**config.mk**
```make
export PLATFORM = sky130hd
export DESIGN_NAME = im_loader
export DESIGN_NICKNAME = d
export VERILOG_FILES = /design/src/rtl/im_loader.sv
export SDC_FILE = /design/constraint.sdc
export NUM_CORES = 1
export LEC_CHECK = 0
export ABC_AREA = 1
export ABC_CLOCK_PERIOD_IN_PS = 1580
export CAP_MARGIN = 20
export CORE_AREA = 2 2 149 78
export CTS_BUF_LIST = sky130_fd_sc_hd__clkbuf_16
export CTS_CLUSTER_DIAMETER = 150
export CTS_CLUSTER_SIZE = 16
export DETAILED_ROUTE_END_ITERATION = 7
export DIE_AREA = 0 0 151 80
export PLACE_DENSITY_LB_ADDON = 0.15
export SLEW_MARGIN = 10
export SYNTH_ARGS = -nofsm -noshare
export SYNTH_HDL_FRONTEND = slang
export SYNTH_SLANG_ARGS = --single-unit
```
**constraint.sdc**
```tcl
create_clock -name clk -period 1.58 [get_ports clk]
set_input_delay 0.158 -clock clk [delete_from_list [all_inputs] [get_ports clk]]
set_output_delay 0.158 -clock clk [all_outputs]
set_load 0.05 [all_outputs]
```
**src/rtl/im_loader.sv**
```systemverilog
// Instruction-memory program loader: packs a big-endian byte stream into 32-bit words
// and writes them from BASE_ADDR upward. Define IM_LOADER_CHECKSUM_EN for a running word sum.
module im_loader #(
    parameter logic [31:0] BASE_ADDR   = 32'h00003000,
    parameter int          DEPTH_WORDS = 4096
) (
    input  logic        clk,
    input  logic        reset,
    input  logic        start,
    input  logic [12:0] len_words,
    input  logic        in_valid,
    input  logic [7:0]  in_byte,
    output logic        in_ready,
    output logic        we,
    output logic [31:0] waddr,
    output logic [31:0] wdata,
    output logic        busy,
    output logic        done,
    output logic        err,
    output logic [31:0] checksum
);
    // Handshake: a byte moves on a rising edge where in_valid && in_ready; in_ready
    // depends only on state, never on in_valid.
    typedef enum logic [1:0] {IDLE, RECV, WRITE, DONE} state_t;

    localparam logic [13:0] DEPTH_LIM = 14'(DEPTH_WORDS);

    state_t      state, state_next;
    logic [12:0] len_q;
    logic [12:0] index_q;
    logic [1:0]  byte_cnt;
    logic [23:0] shift_q;
    logic        err_q;
    logic [31:0] waddr_q;
    logic [31:0] wdata_q;

    logic start_ok;
    logic len_bad;
    logic accept;

    assign start_ok = start && (state == IDLE || state == DONE);
    assign len_bad  = {1'b0, len_words} > DEPTH_LIM;
    assign accept   = in_valid && (state == RECV);

    always_comb begin
        state_next = state;
        in_ready   = 1'b0;
        we         = 1'b0;
        busy       = 1'b0;
        done       = 1'b0;
        case (state)
            IDLE, DONE: begin
                done = (state == DONE);
                if (start) begin
                    if (len_bad || len_words == 13'd0) state_next = DONE;
                    else                               state_next = RECV;
                end
            end
            RECV: begin
                in_ready = 1'b1;
                busy     = 1'b1;
                if (accept && byte_cnt == 2'd3) state_next = WRITE;
            end
            WRITE: begin
                we   = 1'b1;
                busy = 1'b1;
                if (index_q + 13'd1 == len_q) state_next = DONE;
                else                          state_next = RECV;
            end
            default: state_next = IDLE;
        endcase
    end

    always_ff @(posedge clk) begin
        if (reset) begin
            state    <= IDLE;
            len_q    <= '0;
            index_q  <= '0;
            byte_cnt <= '0;
            shift_q  <= '0;
            err_q    <= 1'b0;
            waddr_q  <= BASE_ADDR;
            wdata_q  <= '0;
        end else begin
            state <= state_next;
            if (start_ok) begin
                len_q    <= len_words;
                index_q  <= '0;
                byte_cnt <= '0;
                err_q    <= len_bad;
            end
            // Address and word are captured together on the 4th byte so both stay
            // stable outside WRITE.
            if (accept) begin
                shift_q  <= {shift_q[15:0], in_byte};
                byte_cnt <= byte_cnt + 2'd1;
                if (byte_cnt == 2'd3) begin
                    wdata_q <= {shift_q, in_byte};
                    waddr_q <= BASE_ADDR + {17'd0, index_q, 2'b00};
                end
            end
            if (state == WRITE) index_q <= index_q + 13'd1;
        end
    end

    assign waddr = waddr_q;
    assign wdata = wdata_q;
    assign err   = err_q;

`ifdef IM_LOADER_CHECKSUM_EN
    logic [31:0] sum_q;

    always_ff @(posedge clk) begin
        if (reset)               sum_q <= '0;
        else if (start_ok)       sum_q <= '0;
        else if (state == WRITE) sum_q <= sum_q + wdata_q;
    end

    assign checksum = sum_q;
`else
    assign checksum = 32'd0;
`endif

endmodule

```
* Yosys cells after proc, flatten, opt, wreduce, memory -nomap -nowiden
Index checks and enable logic that the tools add are counted.
Widths: inputs -> output; s select.
** Cells by class
- Add/subtract/negate cells :: 3
- Order comparisons :: 1
- Eq/ne operators :: 7
- Mux-type cells :: 13
- Reductions and logical operators :: 13
** Operators with widths (count)
- $mux 13 :: 2
- $add 14x15->16 const A :: 1
- $add 13x1->13 const B :: 1
- $eq 13x13->1 :: 1
- $gt 13x13->1 const B :: 1
- $logic_not 13->1 :: 1
- $mux 2 :: 6
- $eq 2x2->1 const B :: 3
- $pmux 2 s3 :: 1
- $mux 1 :: 4
- $reduce_and 2->1 :: 2
- $reduce_bool 2->1 :: 2
- $reduce_or 2->1 :: 2
- $logic_and 1x1->1 :: 3
- $add 2x1->2 const B :: 1
- $eq 2x1->1 const B :: 1
- $logic_not 2->1 :: 1
- $logic_or 1x1->1 :: 2
- $ne 2x1->1 const B :: 1
- $ne 2x2->1 const B :: 1
** Word-level totals
- Register bits after elaboration :: 119
- Output and inout port bits :: 101
- Word-level logic and storage cells :: 45

* Longest topological paths before layout
- Word-level depth :: 5
- Mapped depth :: 15
- Depth with buffers taken out :: 15

* Least setup slack after synthesis
OpenSTA, ideal clock, no wires.
- Path type :: flip-flop to flip-flop
- From :: register state[0]
- To :: register waddr_q[2], in the netlist waddr[2]
- Setup time :: 70 ps
- Data arrival time :: 1962 ps
- Setup slack :: -452 ps
- Cell stages (with the launch flop) :: 9
- Buffers on the path :: 1
- Period minus slack after synthesis :: 2032 ps
- Path through :: dfxtp_1 ha_1 nand2_1 inv_2 nand2_1 inv_2 clkbuf_1 o21ai_0 a21oi_1
** Between the ends
- Longest elaborated chain between the ends :: 3
** Ends and longest elaborated chain
- start: declaration :: RTL line 28 : state_t state, state_next;
- start signal: assignment :: RTL line 85 : state <= state_next;
- $eq 2x1->1 :: RTL line 43 : assign accept = in_valid && (state == RECV);
- $logic_and 1x1->1 :: RTL line 43
- $reduce_and 2->1 (no source line)
- end signal: assignment :: RTL line 99 : waddr_q <= BASE_ADDR + {17'd0, index_q, 2'b00};
- end: declaration :: RTL line 34 : logic [31:0] waddr_q;
Every way passes these cells.
A chain may end at the register's enable or synchronous reset.

* Final worst setup path
- From :: register index_q[6]
- To :: register state[1]
** Between the ends
- Longest elaborated chain between the ends :: 4
** Ends and longest elaborated chain
- start: declaration :: RTL line 30 : logic [12:0] index_q;
- start signal: assignment :: RTL line 102 : if (state == WRITE) index_q <= index_q + 13'd1;
- $add 13x1->13 :: RTL line 67 : if (index_q + 13'd1 == len_q) state_next = DONE;
- $eq 13x13->1 :: RTL line 67
- $mux 2 :: RTL line 67
- $pmux 2 s3 :: RTL line 51 : case (state)
Every way passes these cells.

==> metrics <==
clk buf depth=2; largest net degree at the start of global routing=52; GRT Overall Usage=0.2054; Hold WC Path Type=input port to register; Max Fanout on Critical Path=4; cell mode on critical path=nand2_1; core area=between 10000 and 15000 µm²; FMAX=598.6 MHz; most numerous cell in the Yosys netlist=nand2_1; Async S/R FF share, synth=0; # DRC=0; maximum vdd drop=approximately 0.0010 V; DIE HEIGHT=around 80 µm; hold-fix buffer count after cts=0; cell breakdown of the critical path=buf_4, nand4_1, o21ai_4, nand3_1, nand2_1, nand2_1, nor2_1, nand2_1, nand2_1, nand2_1, a21oi_2; post-synth top area cell=dfxtp_1; commonest cells in the netlist=nand2_1 (134), dfxtp_1 (101), a21oi_1 (83); CTS tree=done; final core utilization=0.5622; top_reg_cell synth=dfxtp_1; total CTS buffers=9; area delta synth->final=32.50%; Die Wd=151 µm; clk_lat worst skew=0.34 ns; Worst EP arrival=~1.9 ns; crit start category=register; outcome=finished, violations left; Tmin final=1.671 ns; first-pass GRT wire length=18.90 mm; Cell Rows=27; H-Tree Depth=3; Top delay family on crit path=simple AND/OR/NAND/NOR gates; final worst slack=-0.09068 ns; wire per inst=between 10 and 15 µm; Vias/cell=~4.7; Max Clock Skew=0.006761 ns; clk slew on worst S/H paths=~0.07 ns; n_diodes=0; Yosys Warn Count=0; vias in the first global route=about 3.5k; starting density of the core=0.4243; Worst path slowest cell=dfxtp_1; setup tns final=-0.1065 ns; total number of vias=around 4.2k; fin area=6040 µm²; post-synthesis cell type count=32; failing checks=setup timing; Clk Tree Root Cell=clkbuf_16; Power Density=between 1000 and 1500 nW/µm²; share of layout cells above drive strength 1=0.2339; drt total wl=about 12 mm; CP endpoint kind=register; buffers and inverters on the worst path=1; Final Hold Vio Count=0; Slew headroom=0.6139; max-cap viol count=0; RSZ-0062 raised after global routing=true; post-DP HPWL=approximately 9 mm; cell leakage power=roughly 2.6 nW; Worst path max stage delay=0.37 ns; Crit Path Category=register to register; IO buf count=75; die area=12080 µm²; Final period util=1.057; drt initial violations=311; count of flip-flops with a built-in enable after synthesis=0; GP Congestion=0.9261; Slew @ Worst Pin=approximately 0.58 ns; Final Max Slew Viols=0; top-area cell type share of the netlist area=0.4436; Synth Instances=just over 600; CTS sink cnt=roughly 100; synthesized cell area=between 4000 and 5000 µm²; DRT Pass-1 Iters=5; final setup fails=3; CP Data Required Time=between 1.5 and 2 ns; register area share after synthesis=0.4436; Mapped Avg Cell Area=~7.4 µm²; top post-synthesis cells by area=dfxtp_1 (44%), nand2_1 (11%), a21oi_1 (9.1%); total gr overflow=0; area post-placement=approximately 5600 µm²; nets=between 700 and 800; post-route ant nets=0; Yosys reg bits=between 100 and 150; initial antenna violation count=0; I/O pin cnt=~130
==> per-layer routing <==
| layer | up-vias | GRT usage | share of wire |
|---|---|---|---|
| li1 | 2134 | - | - |
| met1 | 1847 | 0.3520 | 0.56 |
| met2 | 161 | 0.2459 | 0.35 |
| met3 | 9 | 0.03943 | 0.078 |
| met4 | 0 | 0.04486 | 0.0079 |
| met5 | - | 0 | 0 |
==> final timing paths <==
path | startpoint | endpoint | slack [ns] | depth (start not counted)
max | index_q[6] | state[1] | -0.09 | 11
min | reset | len_q[12] | 0.26 | 4
max reg2reg | index_q[6] | state[1] | -0.09 | 11
min reg2reg | wdata[5] | wdata[5] | 0.47 | 2
==> cell usage in the layout, fill, tap and decap left out, types with 4 or more instances in the layout <==
master / n
a211oi_1: 8
a21oi_1: 82
buf_12: 7
buf_4: 96
buf_6: 4
clkbuf_16: 10
clkdlybuf4s50_1: 23
conb_1: 50
dfxtp_1: 93
dfxtp_2: 7
ha_1: 5
inv_1: 38
inv_2: 5
nand2_1: 128
nand2_2: 7
nand2_4: 4
nand3_1: 30
nor2_1: 38
nor2_4: 4
o21ai_0: 51
==> stage by stage <==
step | cells | hold slack [ns] | total power (W) | worst slack, ns
4_1_cts | 876 | 0.2551 | 0.007925 | -0.1200
3_5_place_dp | 855 | 0.4569 | 0.005624 | -0.1964
5_1_grt | 876 | 0.3012 | 0.008384 | -0.2199
2_1_floorplan | 662 | 0.3014 | 0.004794 | 0.008886
6_report | 876 | 0.2569 | 0.007943 | -0.09068
3_3_place_gp | 855 | 0.4487 | 0.005595 | -0.1669
==> power by group <==
| group | switching, W | internal, W |
|---|---|---|
| combinational | 0.00164 | 0.00101 |
| clock | 0.00104 | 0.00121 |
| sequential | 0.000192 | 0.00286 |
| total | 0.00287 | 0.00507 |
==> final cells by class <==
class                      instances  area, µm²
clock inverter                     6      62.56
fill                             990       4703
tap                              145      181.4
timing repair buffer             131       1141
multi-input combinational        437       2188
clock buffer                      10      250.2
inverter                          46      181.4
sequential                       101       2034
==> cell families (layout without fill, tap and decap cells) <==
family,Yosys count,count (layout),synth area share
XOR/XNOR,2,2,0.003844
other,1,50,0.0008227
AND/OR/NAND/NOR,229,229,0.2163
flip-flops,101,101,0.4436
adder cells (fa/ha/maj),8,8,0.02196
buffers and inverters,124,193,0.1444
AO/OA/AOI/OAI,148,148,0.1691
==> state kept, by name, summed over array words and instances (netlist names) <==
signal and count:
byte_cnt 2, err 1, index_q 13, len_q 13, shift_q 24, state 2, waddr 14, wdata 32
==> worst register-to-register path: stages (launching register included) <==
cell and delay, ns:
dfxtp_1 0.37, buf_4 0.15, nand4_1 0.23, o21ai_4 0.28, nand3_1 0.09, nand2_1 0.08
nand2_1 0.06, nor2_1 0.08, nand2_1 0.05, nand2_1 0.05, nand2_1 0.05, a21oi_2 0.10
==> timing repair <==
| action | in CTS | in global routing |
|---|---|---|
| buffers inserted | 5 | 0 |
| resized for setup | 7 | 25 |
| endpoints found under the setup margin | 22 | 58 |
| pin swaps | 6 | 7 |
(Power assumes the default switching activity.)
